<file path="config.mk">
export PLATFORM = sky130hd
export DESIGN_NAME = sn76489_control
export DESIGN_NICKNAME = d
export VERILOG_FILES = /design/src/rtl/sn76489_control.sv
export SDC_FILE = /design/constraint.sdc
export NUM_CORES = 1
export LEC_CHECK = 0
export BUFFER_PORTS_ARGS = -buffer_cell sky130_fd_sc_hd__clkbuf_2
export CAP_MARGIN = 15
export CORE_MARGIN = 3
export CORE_UTILIZATION = 55
export CTS_BUF_LIST = sky130_fd_sc_hd__clkbuf_4 sky130_fd_sc_hd__clkbuf_8
export DETAILED_ROUTE_END_ITERATION = 16
export GPL_ROUTABILITY_DRIVEN = 0
export PLACE_DENSITY = 0.9
export SLEW_MARGIN = 20
export SYNTH_ARGS = -nofsm -noshare
export SYNTH_HDL_FRONTEND = slang
export SYNTH_SLANG_ARGS = --single-unit
</file>
<file path="constraint.sdc">
create_clock -name clk -period 3.7 [get_ports clk]
set_input_delay 0.37 -clock clk [delete_from_list [all_inputs] [get_ports clk]]
set_output_delay 0.37 -clock clk [all_outputs]
set_load 0.005 [all_outputs]
</file>
<file path="src/rtl/sn76489_control.sv">
// SN76489 register/write-port controller.
// This block decodes CPU latch/data bytes into the tone, attenuation and noise
// registers. It also produces the shared generator enable strobe and the READY
// handshake back to the CPU bus.
module sn76489_control #(
  parameter int PRESCALE    = 16,
  parameter int BUSY_CYCLES = 32
) (
  input  logic       clk,
  input  logic       reset,
  input  logic       wr,
  input  logic [7:0] data,
  output logic       ready,
  output logic       enable,
  output logic [9:0] tone0_n,
  output logic [9:0] tone1_n,
  output logic [9:0] tone2_n,
  output logic [3:0] att0,
  output logic [3:0] att1,
  output logic [3:0] att2,
  output logic [3:0] att3,
  output logic [2:0] noise_ctrl,
  output logic       noise_reset
);

  localparam int PW = (PRESCALE > 1) ? $clog2(PRESCALE) : 1;
  localparam int BW = $clog2(BUSY_CYCLES + 1);
  localparam logic [PW-1:0] PRE_LAST   = PW'(PRESCALE - 1);
  localparam logic [PW-1:0] PRE_PENULT = PW'(PRESCALE - 2);
  localparam logic [BW-1:0] BUSY_LOAD  = BW'(BUSY_CYCLES);
  localparam logic [BW-1:0] BUSY_IDLE  = BW'(0);

  logic [PW-1:0] pre_cnt_r;
  logic          enable_r;
  logic [BW-1:0] busy_cnt_r;
  logic [BW-1:0] busy_next_s;
  logic          ready_r;
  logic [2:0]    latch_r;
  logic [9:0]    tone_r [3];
  logic [3:0]    att_r [4];
  logic [2:0]    noise_ctrl_r;
  logic          noise_reset_r;

  logic          accept_s;
  logic          is_latch_s;
  logic [2:0]    target_s;
  logic [1:0]    chan_s;
  logic          tone_lo_we_s;
  logic          tone_hi_we_s;
  logic          att_we_s;
  logic          noise_we_s;

  // Free-running prescaler. The enable output is registered, so it is set one
  // count early; it is then high in the cycle where the count is PRESCALE-1.
  always_ff @(posedge clk) begin
    if (reset) begin
      pre_cnt_r <= '0;
      enable_r  <= 1'b0;
    end else begin
      if (pre_cnt_r == PRE_LAST) begin
        pre_cnt_r <= '0;
      end else begin
        pre_cnt_r <= pre_cnt_r + PW'(1);
      end
      enable_r <= (pre_cnt_r == PRE_PENULT);
    end
  end

  // Decode an accepted byte into the write enable for the one register it targets.
  always_comb begin
    accept_s     = wr & ready_r;
    is_latch_s   = data[7];
    tone_lo_we_s = 1'b0;
    tone_hi_we_s = 1'b0;
    att_we_s     = 1'b0;
    noise_we_s   = 1'b0;
    if (is_latch_s) begin
      target_s = data[6:4];
    end else begin
      target_s = latch_r;
    end
    chan_s = target_s[2:1];
    if (accept_s) begin
      if (target_s[0]) begin
        att_we_s = 1'b1;
      end else if (chan_s == 2'd3) begin
        noise_we_s = 1'b1;
      end else if (is_latch_s) begin
        tone_lo_we_s = 1'b1;
      end else begin
        tone_hi_we_s = 1'b1;
      end
    end else begin
      att_we_s = 1'b0;
    end
  end

  // Busy countdown: load on accept, then count down to idle. Writes made while busy do not reload it.
  always_comb begin
    if (accept_s) begin
      busy_next_s = BUSY_LOAD;
    end else if (busy_cnt_r != BUSY_IDLE) begin
      busy_next_s = busy_cnt_r - BW'(1);
    end else begin
      busy_next_s = busy_cnt_r;
    end
  end

  // Busy counter and registered READY flag.
  always_ff @(posedge clk) begin
    if (reset) begin
      busy_cnt_r <= BUSY_IDLE;
      ready_r    <= 1'b1;
    end else begin
      busy_cnt_r <= busy_next_s;
      ready_r    <= (busy_next_s == BUSY_IDLE);
    end
  end

  // Latch register and the sound registers it addresses.
  always_ff @(posedge clk) begin
    if (reset) begin
      latch_r       <= 3'b000;
      noise_ctrl_r  <= 3'd0;
      noise_reset_r <= 1'b0;
      for (int i = 0; i < 3; i++) begin
        tone_r[i] <= 10'd0;
      end
      for (int i = 0; i < 4; i++) begin
        att_r[i] <= 4'hF;
      end
    end else begin
      noise_reset_r <= noise_we_s;
      if (accept_s && is_latch_s) begin
        latch_r <= data[6:4];
      end
      if (noise_we_s) begin
        noise_ctrl_r <= data[2:0];
      end
      if (att_we_s) begin
        att_r[chan_s] <= data[3:0];
      end
      if (tone_lo_we_s || tone_hi_we_s) begin
        case (chan_s)
          2'd0: begin
            if (tone_lo_we_s) tone_r[0][3:0] <= data[3:0];
            else              tone_r[0][9:4] <= data[5:0];
          end
          2'd1: begin
            if (tone_lo_we_s) tone_r[1][3:0] <= data[3:0];
            else              tone_r[1][9:4] <= data[5:0];
          end
          2'd2: begin
            if (tone_lo_we_s) tone_r[2][3:0] <= data[3:0];
            else              tone_r[2][9:4] <= data[5:0];
          end
          default: begin
            tone_r[0] <= tone_r[0];
          end
        endcase
      end
    end
  end

  assign ready       = ready_r;
  assign enable      = enable_r;
  assign tone0_n     = tone_r[0];
  assign tone1_n     = tone_r[1];
  assign tone2_n     = tone_r[2];
  assign att0        = att_r[0];
  assign att1        = att_r[1];
  assign att2        = att_r[2];
  assign att3        = att_r[3];
  assign noise_ctrl  = noise_ctrl_r;
  assign noise_reset = noise_reset_r;

endmodule
</file>
==> results of run 1 <==
[report_power, final]
group          switching, mW  internal [mW]  total [mW]
combinational          0.182          0.140       0.322
clock                  0.238          0.308       0.546
sequential            0.0534          0.842       0.895
total                  0.474           1.29        1.76
[cell usage after synthesis (2+ instances only)]
master | number | area [sq um]
sky130_fd_sc_hd__a21oi_2 | 2 | 17.52
sky130_fd_sc_hd__and3_1 | 4 | 25.02
sky130_fd_sc_hd__nor2_1 | 14 | 52.55
sky130_fd_sc_hd__a21oi_1 | 6 | 30.03
sky130_fd_sc_hd__dfxtp_1 | 19 | 380.4
sky130_fd_sc_hd__a31oi_1 | 2 | 12.51
sky130_fd_sc_hd__a21boi_0 | 3 | 22.52
sky130_fd_sc_hd__nand2_1 | 17 | 63.81
sky130_fd_sc_hd__edfxtp_1 | 46 | 1381
sky130_fd_sc_hd__inv_1 | 10 | 37.54
sky130_fd_sc_hd__buf_6 | 2 | 22.52
sky130_fd_sc_hd__o31ai_1 | 3 | 22.52
sky130_fd_sc_hd__o21a_1 | 2 | 15.01
sky130_fd_sc_hd__nor3_1 | 8 | 40.04
sky130_fd_sc_hd__and2_1 | 6 | 37.54
sky130_fd_sc_hd__nand3_1 | 2 | 10.01
sky130_fd_sc_hd__nor3b_1 | 3 | 22.52
sky130_fd_sc_hd__or3b_1 | 2 | 17.52
sky130_fd_sc_hd__mux2i_1 | 7 | 70.07
sky130_fd_sc_hd__clkbuf_1 | 2 | 7.510
sky130_fd_sc_hd__or3_1 | 4 | 25.02
sky130_fd_sc_hd__a21o_1 | 7 | 52.55
sky130_fd_sc_hd__xnor2_1 | 3 | 26.28
sky130_fd_sc_hd__buf_2 | 2 | 10.01
sky130_fd_sc_hd__o21ai_0 | 3 | 15.01
sky130_fd_sc_hd__ha_1 | 4 | 50.05
sky130_fd_sc_hd__a21boi_2 | 8 | 90.09
sky130_fd_sc_hd__nand4_1 | 2 | 12.51
[cell type report]
class                           instances  share of cell area
Tap cell                               67             0.02547
Clock buffer                           10             0.03991
Inverter                               11             0.01254
Multi-Input combinational cell        131              0.2782
Sequential cell                        65              0.5352
Timing Repair Buffer                   62             0.09426
Clock inverter                          5             0.01444
[tightest hold or removal path: stages]
cell and delay (ns):
sky130_fd_sc_hd__clkbuf_2 0.14, sky130_fd_sc_hd__mux2i_1 0.08, sky130_fd_sc_hd__nor2_1 0.08
[kinds of logic (layout without fill, tap and decap cells)]
logic type / count (synthesis) / after routing
simple gates: 73 / 73
flops: 65 / 65
compound gates: 43 / 43
buf+inv: 17 / 88
mux: 8 / 8
fa+ha+maj: 4 / 4
xor+xnor: 3 / 3
[cell usage in the layout, fill, tap and decap left out, types with 4 or more instances in the layout]
master and count:
sky130_fd_sc_hd__dfxtp_1 19, sky130_fd_sc_hd__nor2_1 14, sky130_fd_sc_hd__clkbuf_8 9, sky130_fd_sc_hd__and2_1 6, sky130_fd_sc_hd__a21oi_1 6, sky130_fd_sc_hd__nor3_1 8, sky130_fd_sc_hd__a21boi_2 8, sky130_fd_sc_hd__or3_1 4
sky130_fd_sc_hd__clkbuf_2 62, sky130_fd_sc_hd__a21o_1 7, sky130_fd_sc_hd__mux2i_1 7, sky130_fd_sc_hd__ha_1 4, sky130_fd_sc_hd__inv_1 10, sky130_fd_sc_hd__edfxtp_1 46, sky130_fd_sc_hd__nand2_1 17, sky130_fd_sc_hd__and3_1 4
[registers in the layout, indices dropped and copies added (netlist names)]
| name | flops |
|---|---|
| ready | 1 |
| busy_cnt_r | 6 |
| enable | 1 |
| att_r | 16 |
| noise_reset | 1 |
| pre_cnt_r | 4 |
| noise_ctrl | 3 |
| tone_r | 30 |
| latch_r | 3 |
[worst max-delay path by stage]
stage,to,from
6_report,tone_r[2][2],latch_r[2]
5_1_grt,tone_r[2][2],latch_r[2]
4_1_cts,tone_r[2][2],latch_r[2]
3_5_place_dp,tone_r[2][2],data[7]
3_3_place_gp,tone_r[2][1],data[7]
2_1_floorplan,tone_r[2][0],latch_r[2]
[stage by stage]
stage | util | setup slack (ns) | std cells | hold slack, ns | total power, mW
floorplan | - | 1.976 | 213 | 0.4408 | 1.134
global placement | 0.6505 | 1.629 | 336 | 0.4565 | 1.213
detailed placement | 0.6505 | 1.433 | 336 | 0.4696 | 1.233
CTS | 0.6878 | 1.604 | 351 | 0.3668 | 1.775
global route | 0.6878 | 1.402 | 351 | 0.3962 | 1.858
finish | 0.6878 | 1.583 | 351 | 0.3859 | 1.764
[per-layer routing]
layer | GRT usage | routed length [um] | part of all wire | vias up
li1 | - | - | - | 921
met1 | 0.2233 | 2231 | 0.41 | 913
met2 | 0.3458 | 2860 | 0.53 | 50
met3 | 0.06455 | 271 | 0.050 | 6
met4 | 0.08696 | 40 | 0.0074 | 0
met5 | 0 | 0 | 0 | -
==> impl_summary.txt, run 1 <==
----------------------------------------------------
[Yosys]
  Main combinational cell family by area after synthesis ... simple AND/OR/NAND/NOR gates
  Sequential area share after synthesis ... 0.6385
  Syn Inst Count ... between 200 and 250
  Mapped Nets ... 228
  Yosys reg bits ... 65
  Ys Warns ... 0
  Post-Synth Simple-Gate Area ... 0.1506
  Post-synthesis compound-gate area fraction ... 0.1243
  Mux cell area share after synthesis ... 0.02948
  Count of distinct cell types in the synthesized netlist ... 48
  Synthesized-area fraction occupied by xor and xnor cells ... 0.009524
  Adder and majority cell fraction of the synthesized area ... 0.01814
  EDFF count, synth ... 46
  Mapped cell area ... roughly 2800 sq um
  Post-synthesis average cell area ... 12.95 sq um
  Asr flop ratio synth ... 0
  Prevailing post-synth register cell ... sky130_fd_sc_hd__edfxtp_1

[Worst setup path]
  WP data arrival ... roughly 2.1 ns
  Setup crit end kind ... register
  Data required time of the critical path ... around 3.7 ns
  Biggest fanout along the worst timing path ... 7
  CP Depth ... 3
  Critical-path cell list ... nor3b_1, a31oi_1, o41ai_1
  R2R Path End ... tone_r[2][2]
  WP buf/inv ... 0
  Critical path class ... reg2reg
  Internal reg-to-reg setup slack ... between 1.5 and 2 ns
  Worst stage delay on the critical path ... about 0.82 ns
  Cell family contributing the most delay on the critical path ... compound AO/OA/AOI/OAI gates
  Worst r2r src ... latch_r[2]
  Setup crit start kind ... register
  Depth of the worst register-to-register path ... 3
  Highest-delay cell along the critical path ... sky130_fd_sc_hd__o41ai_1

[Floorplanning]
  Row cnt ... 25
  DIE HEIGHT ... about 77 um
  Std-Cell Core Area ... approximately 4800 sq um
  Io pins ... 63
  Die area ... ~5900 sq um
  Die X-Extent ... 76.83 um
  Initial cell density of the core ... 0.5765

[Place]
  Port-buffer cells ... 62
  DP Area ... roughly 3100 sq um
  Total half-perimeter wirelength after legalization and detailed placement ... 3.986 mm

[Routing]
  Number of DRC markers in iteration 0 ... 132
  Via Count ... 1890
  Via density per instance ... 5.385
  # DRC ... 0
  Post-DR wirelength/cell ... between 15 and 20 um
  Post-DRT Antenna Nets ... 0
  Total wire length ... ~5.4 mm
  Number of optimization iterations in the first detailed-route pass ... 4

[Cells and area]
  Area of the multi-input gates ... around 920 sq um
  Fin area ... about 3300 sq um
  Area growth from synthesis to layout ... 19.32%
  Fill cell count ... 363
  Layout cells sized above 1 ... 0.3204
  Area occupied by registers ... roughly 1800 sq um
  Number of antenna cells inserted ... 0
  Final Net Count ... 295

[Global route]
  Antenna violations before repair ... 0
  Wire length of the first global-routing pass ... between 9 and 10 mm
  Remaining global-route overflow ... 0
  Maximum number of pins on one net before global-route repair ... 20
  Via count of the first global-routing pass ... ~1900
  Overall global routing resource usage ... 0.1993

[Timing]
  Fin crit period ... between 2 and 2.5 ns
  Max transition margin ... 0.4154
  Worst-margin pin slew ... between 0.8 and 0.9 ns
  Unrepaired setup endpoints after global routing ... false
  Total negative setup slack ... 0 ns
  Final worst clock skew ... about 0.0054 ns
  Fmax achieved ... 0.4724 GHz
  Share of the cycle needed by the critical path after routing ... 0.5722
  Number of setup violations in the final report ... 0
  Number of endpoints with negative hold slack in the final report ... 0
  Final Slew Violations ... 0

[Clocking]
  Number of buffers on the longest clock path ... 2
  TritonCTS buffer count ... 9
  Clock sink total ... 65
  Clock-pin slew on the worst setup and hold paths ... roughly 0.06 ns
  H-Tree Level Count ... 3
  CTS tree ... done
  Hold bufs inserted after CTS ... 0
  Clock latency of the later-clocked register in the worst-skew pair ... 0.32 ns
  Root Driver ... sky130_fd_sc_hd__clkbuf_8
  Total setup buffers inserted after CTS ... 0
  Resized cells post-CTS ... 0

[Power and ir drop]
  Cell area power density ... 535.9 nW/um^2
  Maximum ir drop on the vdd rail ... 352.4 uV
  Leak pwr ... roughly 1.3 nW

[Hold path]
  Worst min-delay path startpoint ... data[5]
  Worst hold path depth ... 3
  Hold Crit Endpoint ... latch_r[1]
  Hold WC Path Type ... in2reg

[Job]
  Number of violations of the max-capacitance limit ... 0

[Status]
  Outcome ... completed

----------------------------------------------------
No activity file was read; power rests on OpenSTA's default activity.
==> inputs of run 2 (changes only) <==
==> constraint.sdc (replaced) <==
create_clock -name clk -period 2 [get_ports clk]
set_input_delay 0.2 -clock clk [delete_from_list [all_inputs] [get_ports clk]]
set_output_delay 0.2 -clock clk [all_outputs]
set_load 0.005 [all_outputs]
==> impl_summary.txt, run 2 (synthesis gave the netlist of run 1 again) <==
----------------------------------------------------
[Status]
  Outcome ... completed

[Timing]
  Number of endpoints with negative hold slack in the final report ... 0 (unchanged)
  Worst-margin pin slew ... 0.6657 ns (-0.1999 ns)
  Fin crit period ... 1.763 ns (-0.3538 ns)
  Smallest setup slack after layout ... 0.2368 ns (-1.346 ns)
  Fmax achieved ... 0.5672 GHz (+20%)
  Final Slew Violations ... 0 (unchanged)
  Final worst clock skew ... 0.01248 ns (+0.007079 ns)
  Share of the cycle needed by the critical path after routing ... 0.8816 (+0.3094)
  Max transition margin ... 0.5562 (+0.1408)
  Unrepaired setup endpoints after global routing ... false
  Total negative setup slack ... 0 ns (unchanged)
  Number of setup violations in the final report ... 0 (unchanged)

[Cells and area]
  Area growth from synthesis to layout ... 22.54%
  Largest register by flop count ... tone_r
  Commonest non-fill, non-tap cells in the layout ... 62 x sky130_fd_sc_hd__clkbuf_2, 46 x sky130_fd_sc_hd__edfxtp_1, 19 x sky130_fd_sc_hd__dfxtp_1
  Most common cell after layout, fill and taps aside ... sky130_fd_sc_hd__clkbuf_2
  Fill cell count ... 353 (-2.8%)
  Post-route non-filler standard cell count ... 356 (+1.4%)
  Number of flip-flops in the largest register ... 30 (unchanged)
  Number of antenna cells inserted ... 0 (unchanged)
  Final Net Count ... 299 (+1.4%)
  Largest registers ... tone_r: 30 flops, att_r: 16 flops, busy_cnt_r: 6 flops
  Fin area ... 3381 sq um (+2.7%)
  Layout cells sized above 1 ... 0.3356 (+0.01522)

[Power and ir drop]
  Leak pwr ... 1.372 nW (+3.2%)
  Overall power ... 3.565 mW (+100%)
  Maximum ir drop on the vdd rail ... 805.5 uV (+130%)
  Cell area power density ... 1054 nW/um^2 (+97%)

[Worst setup path]
  Critical path class ... reg2reg
  WP data arrival ... 1.93 ns (-0.14 ns)
  WP buf/inv ... 0 (unchanged)
  Critical-path cell list ... nand3b_4, a2111o_1, a21boi_0
  Setup crit end kind ... register
  Worst stage delay on the critical path ... 0.66 ns (-0.16 ns)
  Data required time of the critical path ... 2.16 ns (-1.49 ns)
  Biggest fanout along the worst timing path ... 14 (+7)
  Cell family contributing the most delay on the critical path ... compound AO/OA/AOI/OAI gates
  Highest-delay cell along the critical path ... sky130_fd_sc_hd__a2111o_1
  Setup crit start kind ... register

[Place]
  DP Area ... 3143 sq um (+0.96%)
  Total instance count after detailed placement ... 340 (+1.2%)
  Port-buffer cells ... 62 (unchanged)
  Total half-perimeter wirelength after legalization and detailed placement ... 4.059 mm (+1.8%)
  DP Worst Slack ... 0.2644 ns (-1.169 ns)

[Routing]
  Post-DR wirelength/cell ... 15.55 um (+1.0%)
  # DRC ... 0 (unchanged)
  Number of optimization iterations in the first detailed-route pass ... 5 (+1)
  Total wire length ... 5.536 mm (+2.5%)
  Post-DRT Antenna Nets ... 0 (unchanged)
  Number of DRC markers in iteration 0 ... 122 (-7.6%)
  Via Count ... 1934 (+2.3%)
  Via density per instance ... 5.433 (+0.89%)

[Floorplanning]
  Row cnt ... 25 (unchanged)
  Io pins ... 63 (unchanged)
  Std-Cell Core Area ... 4786 sq um (unchanged)
  DIE HEIGHT ... 76.83 um (unchanged)
  Initial cell density of the core ... 0.5765 (unchanged)
  Die area ... 5902 sq um (unchanged)
  Die X-Extent ... 76.83 um (unchanged)

[Clocking]
  Total setup buffers inserted after CTS ... 0 (unchanged)
  CTS tree ... done
  TritonCTS buffer count ... 9 (unchanged)
  Resized cells post-CTS ... 0 (unchanged)
  Clock latency of the later-clocked register in the worst-skew pair ... 0.34 ns (+0.02 ns)
  Number of buffers on the longest clock path ... 2 (unchanged)
  Hold bufs inserted after CTS ... 0 (unchanged)
  H-Tree Level Count ... 3 (unchanged)
  Root Driver ... sky130_fd_sc_hd__clkbuf_8
  Clock sink total ... 65 (unchanged)
  Clock-pin slew on the worst setup and hold paths ... 0.07 ns (about the same)

[Hold path]
  Hold WC Path Type ... in2reg

[Global route]
  Wire length of the first global-routing pass ... 9.218 mm (+1.2%)
  Via count of the first global-routing pass ... 1885 (-1.8%)
  Antenna violations before repair ... 0 (unchanged)
  Remaining global-route overflow ... 0 (unchanged)
  Maximum number of pins on one net before global-route repair ... 15 (-25%)
  Overall global routing resource usage ... 0.2032 (+0.003912)

[Job]
  Number of violations of the max-capacitance limit ... 0 (unchanged)

----------------------------------------------------
## run 2: changes by cell type in the layout (fill, tap and decap cells not counted)
cell | before | now
sky130_fd_sc_hd__buf_4 | 0 | 4
sky130_fd_sc_hd__bufinv_16 | 1 | 3
sky130_fd_sc_hd__clkinv_1 | 3 | 2
sky130_fd_sc_hd__clkinv_2 | 2 | 1
sky130_fd_sc_hd__clkinvlp_4 | 0 | 1
## run 2: path summary, 6_finish.rpt
path,start,end,slack (ns),cells after the start
setup / recovery,ready,tone_r[0][6],0.24,3
hold / removal,reset,latch_r[0],0.16,2
setup reg to reg,ready,tone_r[0][6],0.24,3
hold reg to reg,noise_ctrl[2],noise_ctrl[2],0.46,2
## run 2: metrics by stage
stage	hold WS, ns	util
2_1_floorplan	0.3388	-
3_3_place_gp	0.4540	0.6567
3_5_place_dp	0.4631	0.6567
4_1_cts	0.1431	0.7064
5_1_grt	0.1903	0.7064
6_report	0.1600	0.7064
## run 2: power breakdown
part	internal [mW]	switching, mW
sequential	1.56	0.0999
clock	0.835	0.476
combinational	0.260	0.336
total	2.65	0.912
## run 2: layout make-up
cell class,instances,area (sq um),share of cell area
multi-input cells,131,915.9,0.2709
clock buffers,10,131.4,0.03886
repair buffers,66,340.3,0.1007
flip-flops and latches,65,1762,0.5211
well taps,67,83.83,0.02480
clock inverters,6,106.4,0.03146
inverters,11,41.29,0.01221
## run 2: metal layers
layer / global-route usage / part of all wire / vias to the layer above
met4: 0.07971 / 0.013 / 0
met1: 0.2322 / 0.40 / 925
li1: - / - / 934
met2: 0.3415 / 0.51 / 69
met3: 0.07981 / 0.079 / 6
met5: 0 / 0 / -
==> inputs of run 3 (changes only) <==
--- a/config.mk
+++ b/config.mk
@@ -8,11 +8,10 @@
 export BUFFER_PORTS_ARGS = -buffer_cell sky130_fd_sc_hd__clkbuf_2
 export CAP_MARGIN = 15
 export CORE_MARGIN = 3
-export CORE_UTILIZATION = 55
+export CORE_UTILIZATION = 45
 export CTS_BUF_LIST = sky130_fd_sc_hd__clkbuf_4 sky130_fd_sc_hd__clkbuf_8
 export DETAILED_ROUTE_END_ITERATION = 16
-export GPL_ROUTABILITY_DRIVEN = 0
-export PLACE_DENSITY = 0.9
+export PLACE_DENSITY = 0.77
 export SLEW_MARGIN = 20
 export SYNTH_ARGS = -nofsm -noshare
 export SYNTH_HDL_FRONTEND = slang
==> impl_summary.txt, run 3 (synthesis gave the netlist of run 1 again) <==
----------------------------------------------------
[Timing]
  Fmax achieved ... 0.5797 GHz (+2.2%)
  Worst-margin pin slew ... 0.6302 ns (-0.03543 ns)
  Number of endpoints with negative hold slack in the final report ... 0 (unchanged)
  Final worst clock skew ... 0.006847 ns (-0.005631 ns)
  Final Slew Violations ... 0 (unchanged)
  Share of the cycle needed by the critical path after routing ... 0.8625 (-0.01912)
  Hold slack final ... 0.2208 ns (+0.06080 ns)
  Total negative setup slack ... 0 ns (unchanged)
  Fin crit period ... 1.725 ns (-0.03823 ns)
  Max transition margin ... 0.5798 (+0.02362)
  Unrepaired setup endpoints after global routing ... false
  Number of setup violations in the final report ... 0 (unchanged)

[Global route]
  Via count of the first global-routing pass ... 1861 (-1.3%)
  Wire length of the first global-routing pass ... 9.170 mm (-0.52%)
  Antenna violations before repair ... 0 (unchanged)
  Remaining global-route overflow ... 0 (unchanged)
  Maximum number of pins on one net before global-route repair ... 19 (+4)
  Overall global routing resource usage ... 0.1662 (-0.03702)

[Cells and area]
  Most common cell after layout, fill and taps aside ... sky130_fd_sc_hd__clkbuf_2
  Largest registers ... tone_r: 30 flops, att_r: 16 flops, busy_cnt_r: 6 flops
  Number of antenna cells inserted ... 0 (unchanged)
  Number of flip-flops in the largest register ... 30 (unchanged)
  Area occupied by registers ... 1762 sq um (unchanged)
  Area growth from synthesis to layout ... 21.32%
  Commonest non-fill, non-tap cells in the layout ... 62 x sky130_fd_sc_hd__clkbuf_2, 46 x sky130_fd_sc_hd__edfxtp_1, 19 x sky130_fd_sc_hd__dfxtp_1
  Final design utilization ... 0.5862 (-0.1202)
  Fill cell count ... 493 (+40%)
  Layout cells sized above 1 ... 0.3379 (+0.002291)
  Area of the multi-input gates ... 915.9 sq um (unchanged)
  Largest register by flop count ... tone_r
  Final Net Count ... 300 (+0.33%)

[Worst setup path]
  Data required time of the critical path ... 2.04 ns (-0.12 ns)
  WP data arrival ... 1.76 ns (-0.17 ns)
  Setup crit start kind ... register
  Critical path class ... reg2reg
  Biggest fanout along the worst timing path ... 7 (-7)
  WP buf/inv ... 1 (+1)
  Critical-path cell list ... nor3b_1, a31oi_1, o41ai_1, buf_4
  Setup crit end kind ... register
  Highest-delay cell along the critical path ... sky130_fd_sc_hd__dfxtp_1
  Worst stage delay on the critical path ... 0.42 ns (-0.24 ns)
  Cell family contributing the most delay on the critical path ... compound AO/OA/AOI/OAI gates

[Place]
  Port-buffer cells ... 62 (unchanged)
  Final GP Congestion ... between 0.8 and 0.9
  Total half-perimeter wirelength after legalization and detailed placement ... 3.999 mm (-1.5%)

[Routing]
  Number of optimization iterations in the first detailed-route pass ... 4 (-1)
  Post-DRT Antenna Nets ... 0 (unchanged)
  Total wire length ... 5.482 mm (-0.98%)
  # DRC ... 0 (unchanged)
  Number of DRC markers in iteration 0 ... 143 (+17%)
  Via density per instance ... 5.221 (-3.9%)
  Via Count ... 1890 (-2.3%)
  Post-DR wirelength/cell ... 15.14 um (-2.6%)

[Clocking]
  Resized cells post-CTS ... 0 (unchanged)
  CTS tree ... done
  Clock-pin slew on the worst setup and hold paths ... 0.07 ns (about the same)
  Root Driver ... sky130_fd_sc_hd__clkbuf_8
  Hold bufs inserted after CTS ... 0 (unchanged)
  Number of buffers on the longest clock path ... 2 (unchanged)
  Clock sink total ... 65 (unchanged)
  Total setup buffers inserted after CTS ... 0 (unchanged)
  Clock latency of the later-clocked register in the worst-skew pair ... 0.33 ns (about the same)
  H-Tree Level Count ... 3 (unchanged)
  TritonCTS buffer count ... 9 (unchanged)

[Power and ir drop]
  Maximum ir drop on the vdd rail ... 561.4 uV (-30%)
  Cell area power density ... 985.6 nW/um^2 (-6.5%)
  Leak pwr ... 1.352 nW (-1.5%)

[Hold path]
  Hold WC Path Type ... in2reg

[Floorplanning]
  Io pins ... 63 (unchanged)
  Std-Cell Core Area ... 5709 sq um (+19%)
  DIE HEIGHT ... 84.30 um (+9.7%)
  Die X-Extent ... 84.30 um (+9.7%)
  Row cnt ... 27 (+8.0%)
  Initial cell density of the core ... 0.4832 (-0.09324)
  Die area ... 7106 sq um (+20%)

[Status]
  Outcome ... completed

[Job]
  Number of violations of the max-capacitance limit ... 0 (unchanged)

----------------------------------------------------
[run 3: cell count changes in the layout (fill, tap and decap cells not counted), sizes merged]
cell	previous run	this run
bufinv	3	1
clkinvlp	1	2
clkinv	3	4
buf	4	5
[run 3: path summary, 6_finish.rpt]
kind	slack, ns	from	depth (start not counted)	end
setup / recovery	0.28	latch_r[2]	4	tone_r[2][1]
setup reg to reg	0.28	latch_r[2]	4	tone_r[2][1]
hold / removal	0.22	data[1]	3	noise_ctrl[1]
hold reg to reg	0.47	noise_ctrl[1]	2	noise_ctrl[1]
[run 3: area by class of cell]
type / count / share of cell area
clock buffers: 10 / 0.03925
clock inverters: 6 / 0.01757
inverters: 11 / 0.01234
multi-input cells: 131 / 0.2736
flip-flops and latches: 65 / 0.5264
well taps: 72 / 0.02692
repair buffers: 67 / 0.1039
[run 3: worst register-to-register path, delay by kind of cell, from the launching register on]
family,cells,cell delay [ns]
buf+inv,1,0.21
flops,1,0.42
simple gates,1,0.26
compound gates,2,0.55
[run 3: per-layer routing]
layer / global-route usage / share of wire / up-vias
met2: 0.2633 / 0.50 / 55
met1: 0.2039 / 0.42 / 898
li1: - / - / 933
met4: 0.08772 / 0.0088 / 0
met5: 0 / 0 / -
met3: 0.05103 / 0.067 / 4
[run 3: metrics by stage]
stage / setup WS [ns] / area (sq um) / cells / total power [mW]
CTS: 0.2870 / 3347 / 362 / 3.322
global route: 0.1057 / 3347 / 362 / 3.490
finish: 0.2750 / 3347 / 362 / 3.299
floorplan: 0.2763 / 2759 / 213 / 2.097
detailed placement: 0.3009 / 3157 / 346 / 2.280
global placement: 0.2990 / 3157 / 346 / 2.257
[run 3: power by group]
| part | switching (mW) | internal [mW] | total, mW |
|---|---|---|---|
| Sequential | 0.101 | 1.56 | 1.66 |
| Combinational | 0.332 | 0.262 | 0.594 |
| Clock | 0.467 | 0.580 | 1.05 |
| Total | 0.900 | 2.40 | 3.30 |
